===== src/rtl/f_fetch_queue.sv =====
// Prefetch queue between fetch and decode: buffers {exc, pc, instr} entries,
// stalls the PC when full and drops everything on a control-flow redirect.
module f_fetch_queue #(
    parameter int unsigned DEPTH    = 4,
    parameter logic [31:0] PC_BASE  = 32'h0000_3000,
    parameter logic [31:0] PC_LIMIT = 32'h0000_6FFC
) (
    input  logic                     clk,
    input  logic                     reset,
    input  logic [31:0]              F_Pc,
    input  logic [31:0]              F_Instr,
    input  logic                     flush,
    output logic                     EN_Pc,
    input  logic                     D_ready,
    output logic                     D_valid,
    output logic [31:0]              D_Pc,
    output logic [31:0]              D_Instr,
    output logic                     D_Exc,
    output logic [$clog2(DEPTH):0]   count
);

    localparam int unsigned PtrW = $clog2(DEPTH);
    localparam int unsigned CntW = PtrW + 1;

    logic [PtrW-1:0] rd_ptr_q, rd_ptr_d;
    logic [PtrW-1:0] wr_ptr_q, wr_ptr_d;
    logic [CntW-1:0] count_q, count_d;

    logic        exc_mem   [DEPTH];
    logic [31:0] pc_mem    [DEPTH];
    logic [31:0] instr_mem [DEPTH];

    logic full;
    logic empty;
    logic push;
    logic pop;
    logic fetch_exc;

    assign full    = (count_q == CntW'(DEPTH));
    assign empty   = (count_q == '0);
    assign D_valid = ~empty;
    assign pop     = D_valid & D_ready;
    assign push    = ~flush & (~full | pop);
    // The PC must also load on flush so the redirect target gets fetched.
    assign EN_Pc   = flush | ~full | pop;
    assign count   = count_q;

    assign fetch_exc = (F_Pc[1:0] != 2'b00) | (F_Pc < PC_BASE) | (F_Pc > PC_LIMIT);

    // Masked when empty so decode never sees a stale entry.
    assign D_Pc    = empty ? 32'h0 : pc_mem[rd_ptr_q];
    assign D_Instr = empty ? 32'h0 : instr_mem[rd_ptr_q];
    assign D_Exc   = empty ? 1'b0  : exc_mem[rd_ptr_q];

    always_comb begin
        rd_ptr_d = rd_ptr_q;
        wr_ptr_d = wr_ptr_q;
        count_d  = count_q;
        if (flush) begin
            rd_ptr_d = '0;
            wr_ptr_d = '0;
            count_d  = '0;
        end else begin
            if (push) begin
                wr_ptr_d = wr_ptr_q + PtrW'(1);
            end
            if (pop) begin
                rd_ptr_d = rd_ptr_q + PtrW'(1);
            end
            unique case ({push, pop})
                2'b10:   count_d = count_q + CntW'(1);
                2'b01:   count_d = count_q - CntW'(1);
                default: count_d = count_q;
            endcase
        end
    end

    always_ff @(posedge clk or negedge reset) begin
        if (!reset) begin
            rd_ptr_q <= '0;
            wr_ptr_q <= '0;
            count_q  <= '0;
        end else begin
            rd_ptr_q <= rd_ptr_d;
            wr_ptr_q <= wr_ptr_d;
            count_q  <= count_d;
        end
    end

    // Payload storage is not reset; count gates visibility.
    always_ff @(posedge clk) begin
        if (push) begin
            exc_mem[wr_ptr_q]   <= fetch_exc;
            pc_mem[wr_ptr_q]    <= F_Pc;
            instr_mem[wr_ptr_q] <= fetch_exc ? 32'h0 : F_Instr;
        end
    end

endmodule


===== config.mk =====
export PLATFORM = sky130hd
export DESIGN_NAME = f_fetch_queue
export DESIGN_NICKNAME = d
export VERILOG_FILES = /design/src/rtl/f_fetch_queue.sv
export SDC_FILE = /design/constraint.sdc
export NUM_CORES = 1
export LEC_CHECK = 0
export CAP_MARGIN = 20
export CORE_ASPECT_RATIO = 1.5
export CORE_UTILIZATION = 55
export CTS_CLUSTER_DIAMETER = 30
export DETAILED_ROUTE_END_ITERATION = 10
export PLACE_DENSITY = 0.79
export SYNTH_ARGS = -nofsm -noshare
export SYNTH_HDL_FRONTEND = slang
export SYNTH_SLANG_ARGS = --single-unit

===== constraint.sdc =====
create_clock -name clk -period 3.67 [get_ports clk]
set_input_delay 0.734 -clock clk [delete_from_list [all_inputs] [get_ports clk]]
set_output_delay 0.734 -clock clk [all_outputs]
set_load 0.01 [all_outputs]

After elaboration in Yosys (flattened, before gate mapping):

Memories as Yosys holds them, arrays and structs flattened.
Index checks and enable logic that the tools add are counted.

* add/subtract/negate cells: 4
* magnitude comparators: 2
* equality and inequality tests: 3
* mux-type cells: 12
* bitwise operators: 10
* reductions and logical operators: 5

Operators by type and width (count)
* 32-bit 2-to-1 mux: 3
* 32-bit by 15-bit greater-than comparator with 1-bit output (second input constant): 1
* 32-bit by 14-bit < comparator with 1-bit output (second input constant): 1
* 2-bit 2-to-1 mux: 4
* 3-bit case mux with 2 select lines: 1
* 2-bit nonzero test: 3
* 1-bit bitwise OR: 5
* 2-bit by 1-bit adder with 2-bit output (second input constant): 2
* 3-bit by 1-bit adder with 3-bit output (second input constant): 1
* 3-bit equality test (second input constant): 1
* 3-bit zero test: 1
* 1-bit 2-to-1 mux: 3
* 3-bit 2-to-1 mux: 1
* 1-bit NOT: 3
* 3-bit nonzero test: 1
* 3-bit by 1-bit subtractor with 3-bit output (second input constant): 1
* 1-bit AND: 2
* 2-bit by 1-bit equality test with 1-bit output (second input constant): 1
* 2-bit equality test (second input constant): 1

* register bits after elaboration: 7
* bits in writable memories: 260
* bits of input ports: 68
* output and inout bits: 70
* logic and storage cells: 42
* memories kept: 3

Memories
* instr_mem: depth 4, bits a word 32, rd ports 1, clocked after Yosys merged registers in 0, write ports 1, line 31 `logic [31:0] instr_mem [DEPTH];`
* pc_mem: depth 4, bits a word 32, rd ports 1, clocked after Yosys merged registers in 0, write ports 1, line 30 `logic [31:0] pc_mem [DEPTH];`
* exc_mem: depth 4, bits a word 1, rd ports 1, clocked after Yosys merged registers in 0, write ports 1, line 29 `logic exc_mem [DEPTH];`

Longest topological paths before layout:

Gate-level depths: netlist (run 1).

* depth after elaboration: 8
* depth in mapped cells: 7
* depth with buffers taken out: 6

Least setup slack after synthesis (run 1):

Ideal clock, no wire load.

* path kind: input to register
* from: input flush
* to: memory exc_mem[0] (enable)
* setup time: 0.430 ns
* arrival time: 2.634 ns
* data required time: 3.240 ns
* path slack: 0.606 ns
* stages on the path: 3
* buffers on the path: 1
* cell sequence: clkbuf_1 nor2_1 and2_1

* cells in the longest elaborated chain, start to end: 4

RTL lines
* start, declared: line 12 `input logic flush,`
* 1-bit NOT: line 43 `assign push = ~flush & (~full | pop);`
* 1-bit AND: line 43
* 1-bit 2-to-1 mux: line 92 `if (push) begin`
* 1-bit 2-to-1 mux (implied by the code): line 93 `exc_mem[wr_ptr_q] <= fetch_exc;`
* end, declared: line 29

Every way passes these cells.

Final worst setup path (run 1):

* from: register rd_ptr_q[0]
* to: output D_Instr[28]

* cells in the longest elaborated chain, start to end: 2

RTL lines
* start, declared: line 25 `logic [PtrW-1:0] rd_ptr_q, rd_ptr_d;`
* start signal, assigned: line 84 `rd_ptr_q <= rd_ptr_d;`
* memory read 4 x 32 bit
* 32-bit 2-to-1 mux: line 52 `assign D_Instr = empty ? 32'h0 : instr_mem[rd_ptr_q];`
* end, declared: line 17 `output logic [31:0] D_Instr,`

Every way passes these cells.

==> impl_metrics.csv, run 1 <==
group,metric,value,unit
power,power.total,9.048,mW
power,internal_power,6.683,mW
finish,drive_gt1_share,20.09,%
power,p_clk_share,31.7,%
sta,worst_slew_pin_slew,0.6823,ns
sta,finalHoldViolations,0,
synth,yosysTopAreaCellShare,72.94,%
placed_design,numPortBuffers,137,
synth,yosysSeqAreaShare,74.58,%
sta,finalMaxSlewViolations,0,
global_routing,overflow,0,
setup_path,startpoint_type,"flop",
clocking,numCtsBuffers,31,
clocking,clock_latency,0.54,ns
setup_path,crit_chain,"buf_12, mux4_2, and2_1, clkdlybuf4s50_1",
finish,final_cell_area,13400,µm²
synth,ys_async_sr_fraction,2.622,%
job,cap_violations,0,
setup_path,crit_type,"flop to output port",
global_routing,grt_use_total,22.30,%
sta,timing.final.ws_setup,0.1636,ns
outcome,status,"completed",
floorplanning,ioPinCount,138,
finish,area_growth,25.14,%
synth,synth_area_leaders,"edfxtp_1, mux4_2, and2_1",
sta,finalSetupViolations,0,
setup_path,cpPeakStageDelay,0.75,ns
synth,yosys.cell_types.count,33,
clocking,htreeDepth,1,
floorplanning,die_area,20040,µm²
setup_path,cp-end-kind,"output port",
setup_path,worst_path_max_delay_cell,"dfrtp_4",
setup_path,required,2.94,ns
setup_path,critPathTopFamily,"flip-flops",
synth,synth_top_cells_by_count,"edfxtp_1, and2_1, mux4_2",
synth,synthesis.area,10700,µm²
floorplanning,rows,62,
placed_design,gp_congestion,0.7522,
synth,synth_top_flop_cell,"edfxtp_1",
routing,avgViaCountPerCell,5.779,
finish,final_util,70.19,%
floorplanning,initial_core_util,56.09,%
placed_design,place_ws,0.5331,ns
global_routing,antenna_found_initial,1,
global_routing,grt_pass1_vias,6054,
sta,clock_skew,0.005931,ns
synth,syn_nets,583,
clocking,clock_path_buffers,3,
power,ir_drop,0.4697,mV
setup_path,r2r_slack,1.24,ns
global_routing,grt_pass1_wl,33030,µm
setup_path,worstReg2RegEnd,"count[1]",
setup_path,arrival,2.77,ns
clocking,cts_sinks,267,
setup_path,critical_path_peak_fanout,24,
power,power_frac_seq,41.7,%
hold_path,worstHoldPathType,"primary input to async pin",
global_routing,grt_max_degree,69,
routing,drc_errors,0,
routing,first_iter_violations,367,
power,p_comb_share,26.6,%
placed_design,hpwl,12620,µm
floorplanning,dieWidth,115.9,µm
clocking,cts_tree,"built",
sta,relSlewSlack,53.87,%
placed_design,placed_area,12420,µm²
routing,wirelength,21260,µm
sta,max_freq,0.2852,GHz
floorplanning,core_area,19080,µm²
synth,netlist_instances,510,
power,powerDensity,675.4,nW/µm²
synth,yosys.cell_count.top_type,"edfxtp_1",
routing,drt_first_pass_iters,4,
sta,finalSetupTns,0,ns
synth,synth-edff-count,260,
sta,period_needed,3.506,ns
sta,fin_crit_sh,95.54,%
synth,yosys_warnings,0,
power,netSwitchingFraction,26.14,%
synth,ys_ff_latch,267,
setup_path,critical_path_buf_inv_count,2,
synth,post-synth-top-area-cell,"edfxtp_1",
floorplanning,die_height,172.9,µm
routing,drtAntennaViolNets,0,
routing,detailroute.via_count,5450,
sta,grt_setup_unrepaired,"no",
setup_path,reg2regPathDepth,5,
routing,avgRoutedWirePerCell,22.55,µm
clocking,cts_hold_buf,0,
power,p_switching,2.365,mW
clocking,cts-root-buf,"clkbuf_16",
clocking,clk_pin_slew,0.06,ns
power,p_leak,4.272,nW
setup_path,r2r_start,"count[0]",
finish,antenna_cells_inserted,0,
synth,avgSynthCellArea,20.99,µm²
finish,fin_nets,738,
==> power groups by stage <==
| stage | sequential, mW | combinational (mW) | clock (mW) |
|---|---|---|---|
| 5_1_grt | 3.80 | 2.57 | 3.01 |
| 4_1_cts | 3.78 | 2.45 | 2.90 |
| 6_report | 3.77 | 2.40 | 2.87 |
| 3_5_place_dp | 3.84 | 2.43 | 0 |
| 3_3_place_gp | 3.82 | 2.40 | 0 |
| 2_1_floorplan | 3.74 | 1.42 | 0 |
==> flip-flops by register name, summed over array words and instances, names as in the netlist <==
signal / cells
exc_mem: 4
wr_ptr_q: 2
count: 3
pc_mem: 128
instr_mem: 128
rd_ptr_q: 2
==> layout make-up <==
cell class / instances / area [µm²]
Clock buffer: 36 / 794.5
Clock inverter: 19 / 181.4
Fill cell: 1220 / 5688
Inverter: 2 / 7.507
Multi-Input combinational cell: 209 / 2515
Sequential cell: 267 / 7990
Tap cell: 256 / 320.3
Timing Repair Buffer: 154 / 1587
==> kinds of logic after synthesis <==
group                    synth area share [%]
AO/OA/AOI/OAI                          0.3507
XOR/XNOR                               0.3274
adder cells (fa/ha/maj)                0.6546
buffers and inverters                   2.244
flip-flops                              74.58
multiplexers                            13.77
AND/OR/NAND/NOR                         8.077
==> worst max-delay path by stage <==
| stage | start | to | cells after the start |
|---|---|---|---|
| 2_1_floorplan | flush | exc_mem[0] | 3 |
| 3_3_place_gp | count[0] | D_Instr[0] | 3 |
| 3_5_place_dp | D_ready | EN_Pc | 4 |
| 4_1_cts | rd_ptr_q[0] | D_Instr[28] | 4 |
| 5_1_grt | rd_ptr_q[0] | D_Pc[11] | 4 |
| 6_report | rd_ptr_q[0] | D_Instr[28] | 4 |
==> timing repair <==
item	in CTS	in global routing
gates resized for setup	1	0
setup endpoints to repair	26	0
buffers inserted	0	0
==> through the flow <==
step / hold slack (ns) / cells
2_1_floorplan: 0.4384 / 510
3_3_place_gp: 0.5672 / 888
3_5_place_dp: 0.6168 / 888
4_1_cts: 0.4700 / 943
5_1_grt: 0.4936 / 943
6_report: 0.4743 / 943
==> per-layer routing <==
layer / up-vias / wire length [µm] / GRT usage (%)
met1: 2809 / 7858 / 27.05
met3: 40 / 1215 / 3.400
met2: 199 / 11680 / 40.05
met4: 0 / 506 / 7.639
met5: - / 0 / 0
li1: 2402 / - / -
==> cell usage in the layout (no fill, tap or decap), types with 5 or more instances in the layout <==
cell type,netlist,routed
mux4_2,65,65
edfxtp_1,260,260
clkdlybuf4s50_1,0,137
dfrtp_1,7,5
buf_12,4,7
clkbuf_16,0,31
buf_4,3,10
clkinv_1,0,5
nor4b_1,32,32
clkbuf_1,16,5
clkinv_4,0,5
nor2_1,7,7
and2_1,69,65
No activity file was read; power rests on OpenSTA's default activity.
==> inputs of run 2 (changes only) <==
--- a/config.mk
+++ b/config.mk
@@ -7,9 +7,10 @@
 export LEC_CHECK = 0
 export CAP_MARGIN = 20
 export CORE_ASPECT_RATIO = 1.5
-export CORE_UTILIZATION = 55
+export CORE_UTILIZATION = 63
 export CTS_CLUSTER_DIAMETER = 30
 export DETAILED_ROUTE_END_ITERATION = 10
+export DONT_BUFFER_PORTS = 1
 export PLACE_DENSITY = 0.79
 export SYNTH_ARGS = -nofsm -noshare
 export SYNTH_HDL_FRONTEND = slang
==> impl_metrics.csv, run 2 (synthesis results as in run 1) <==
group,metric,value,unit
finish,top_regs,"instr_mem (128), pc_mem (128), exc_mem (4)",
clocking,htreeDepth,2,
routing,drc_errors,0,
global_routing,gr-usage-met1,27.88,%
setup_path,cp-end-kind,"output port",
clocking,cts-root-buf,"clkbuf_16",
clocking,clock_latency,0.49,ns
setup_path,arrival,2.36,ns
finish,final_common_cell,"edfxtp_1",
setup_path,startpoint_type,"flop",
floorplanning,die_area,17530,µm²
power,ir_drop,0.7305,mV
floorplanning,ioPinCount,138,
setup_path,r2r_start,"count[2]",
setup_path,critical_path_peak_fanout,28,
clocking,numCtsBuffers,36,
sta,finalHoldViolations,0,
power,p_leak,3.787,nW
setup_path,reg2regPathDepth,3,
sta,clock_skew,0.01853,ns
sta,finalSetupTns,0,ns
setup_path,r2r_slack,1.38,ns
hold_path,hp-start,"flush",
finish,final_util,72.09,%
floorplanning,core_area,16690,µm²
global_routing,grt_max_degree,69,
power,p_comb_share,18.0,%
setup_path,required,2.94,ns
outcome,status,"completed",
clocking,cts_tree,"built",
sta,period_needed,3.096,ns
global_routing,grt_pass1_vias,5411,
power,p_clk_share,38.1,%
power,power.total,8.677,mW
routing,drtAntennaViolNets,0,
floorplanning,dieWidth,108.4,µm
setup_path,worstSetupStartpoint,"rd_ptr_q[0]",
finish,area_growth,12.41,%
routing,avgViaCountPerCell,6.417,
global_routing,grtUsageMet2,39.15,%
global_routing,grt_use_total,22.96,%
floorplanning,rows,58,
hold_path,worstHoldPathType,"primary input to flop",
placed_design,hpwl,10610,µm
global_routing,overflow,0,
global_routing,use_met3,6.538,%
setup_path,crit_type,"flop to output port",
global_routing,grt_most_used_layer,"met2",
routing,detailroute.via_count,4883,
sta,max_freq,0.3230,GHz
sta,fin_crit_sh,84.35,%
routing,avgRoutedWirePerCell,25.26,µm
placed_design,numPortBuffers,0,
placed_design,gp_congestion,0.7112,
routing,wirelength,19230,µm
sta,relSlewSlack,30.18,%
finish,final_cell_mix,"edfxtp_1, mux4_2, and2_1",
job,cap_violations,0,
sta,finalSetupViolations,0,
routing,drt_first_pass_iters,5,
power,powerDensity,721.1,nW/µm²
finish,drive_gt1_share,25.45,%
sta,worst_slew_pin_slew,1.046,ns
power,p_switching,2.323,mW
sta,finalMaxSlewViolations,0,
hold_path,min_path_cells,1,
power,power_frac_seq,43.9,%
power,internal_power,6.354,mW
clocking,clock_path_buffers,3,
clocking,clk_pin_slew,0.05,ns
global_routing,grt_pass1_wl,29620,µm
floorplanning,die_height,161.6,µm
floorplanning,initial_core_util,64.13,%
power,netSwitchingFraction,26.77,%
global_routing,antenna_found_initial,1,
routing,first_iter_violations,313,
clocking,cts_resized,0,
clocking,cts_sinks,267,
sta,grt_setup_unrepaired,"no",
finish,fin_nets,597,
-- run 2: cell count changes in the layout (fill, tap and decap cells not counted), moves of 2 or more --
cell and delta:
clkinv_2 +2, clkdlybuf4s50_1 -137, clkbuf_16 +6, buf_4 -6, clkinv_1 -3, inv_6 +6
buf_12 -4, clkinv_4 -3
-- run 2: power groups by stage --
stage | combinational (mW) | sequential [mW] | clock [mW]
final | 1.56 | 3.81 | 3.31
after global routing | 1.70 | 3.85 | 3.48
after CTS | 1.57 | 3.82 | 3.36
after detailed placement | 1.56 | 3.88 | 0
after global placement | 1.53 | 3.85 | 0
after floorplan | 1.42 | 3.74 | 0
-- run 2: critical path, cell delays in order, from the launching register on --
cell and delay, ns:
dfrtp_4 0.80, buf_12 0.29, mux4_2 0.56, and2_1 0.21
-- run 2: final timing paths --
check | endpoint
min | rd_ptr_q[1]
max in group asynchronous | rd_ptr_q[0]
min reg2reg | wr_ptr_q[1]
max | D_Instr[22]
min in group asynchronous | rd_ptr_q[1]
max reg2reg | pc_mem[1][29]
-- run 2: final cells by class --
type	count	area, µm²
antenna	1	2.502
clock buffer	42	944.7
clock inverter	22	214.0
fill	977	4658
inverter	2	7.507
multi-input combinational	209	2511
sequential	267	7990
tap	210	262.8
timing repair buffer	8	100.1
-- run 2: layer usage --
metal / wire, µm / up-vias
met2: 9987 / 190
met4: 558 / 0
met5: 0 / -
met1: 7180 / 2526
met3: 1500 / 47
li1: - / 2120
-- run 2: per-stage QoR --
stage / worst slack (ns) / std cells / area (µm²) / hold WS, ns
6_report: 0.5744 / 761 / 12030 / 0.3094
5_1_grt: 0.4205 / 760 / 12030 / 0.3029
4_1_cts: 0.4949 / 759 / 12010 / 0.2952
3_5_place_dp: 0.8289 / 694 / 10840 / 0.4387
3_3_place_gp: 0.9507 / 694 / 10840 / 0.4387
2_1_floorplan: 0.6057 / 510 / 10700 / 0.4384
-- run 2: what timing repair did --
action | CTS | global route
hold endpoints to repair | 7 | 0
endpoints found under the setup margin | 0 | 0
hold buffers | 1 | 0
setup buffers | 0 | 0
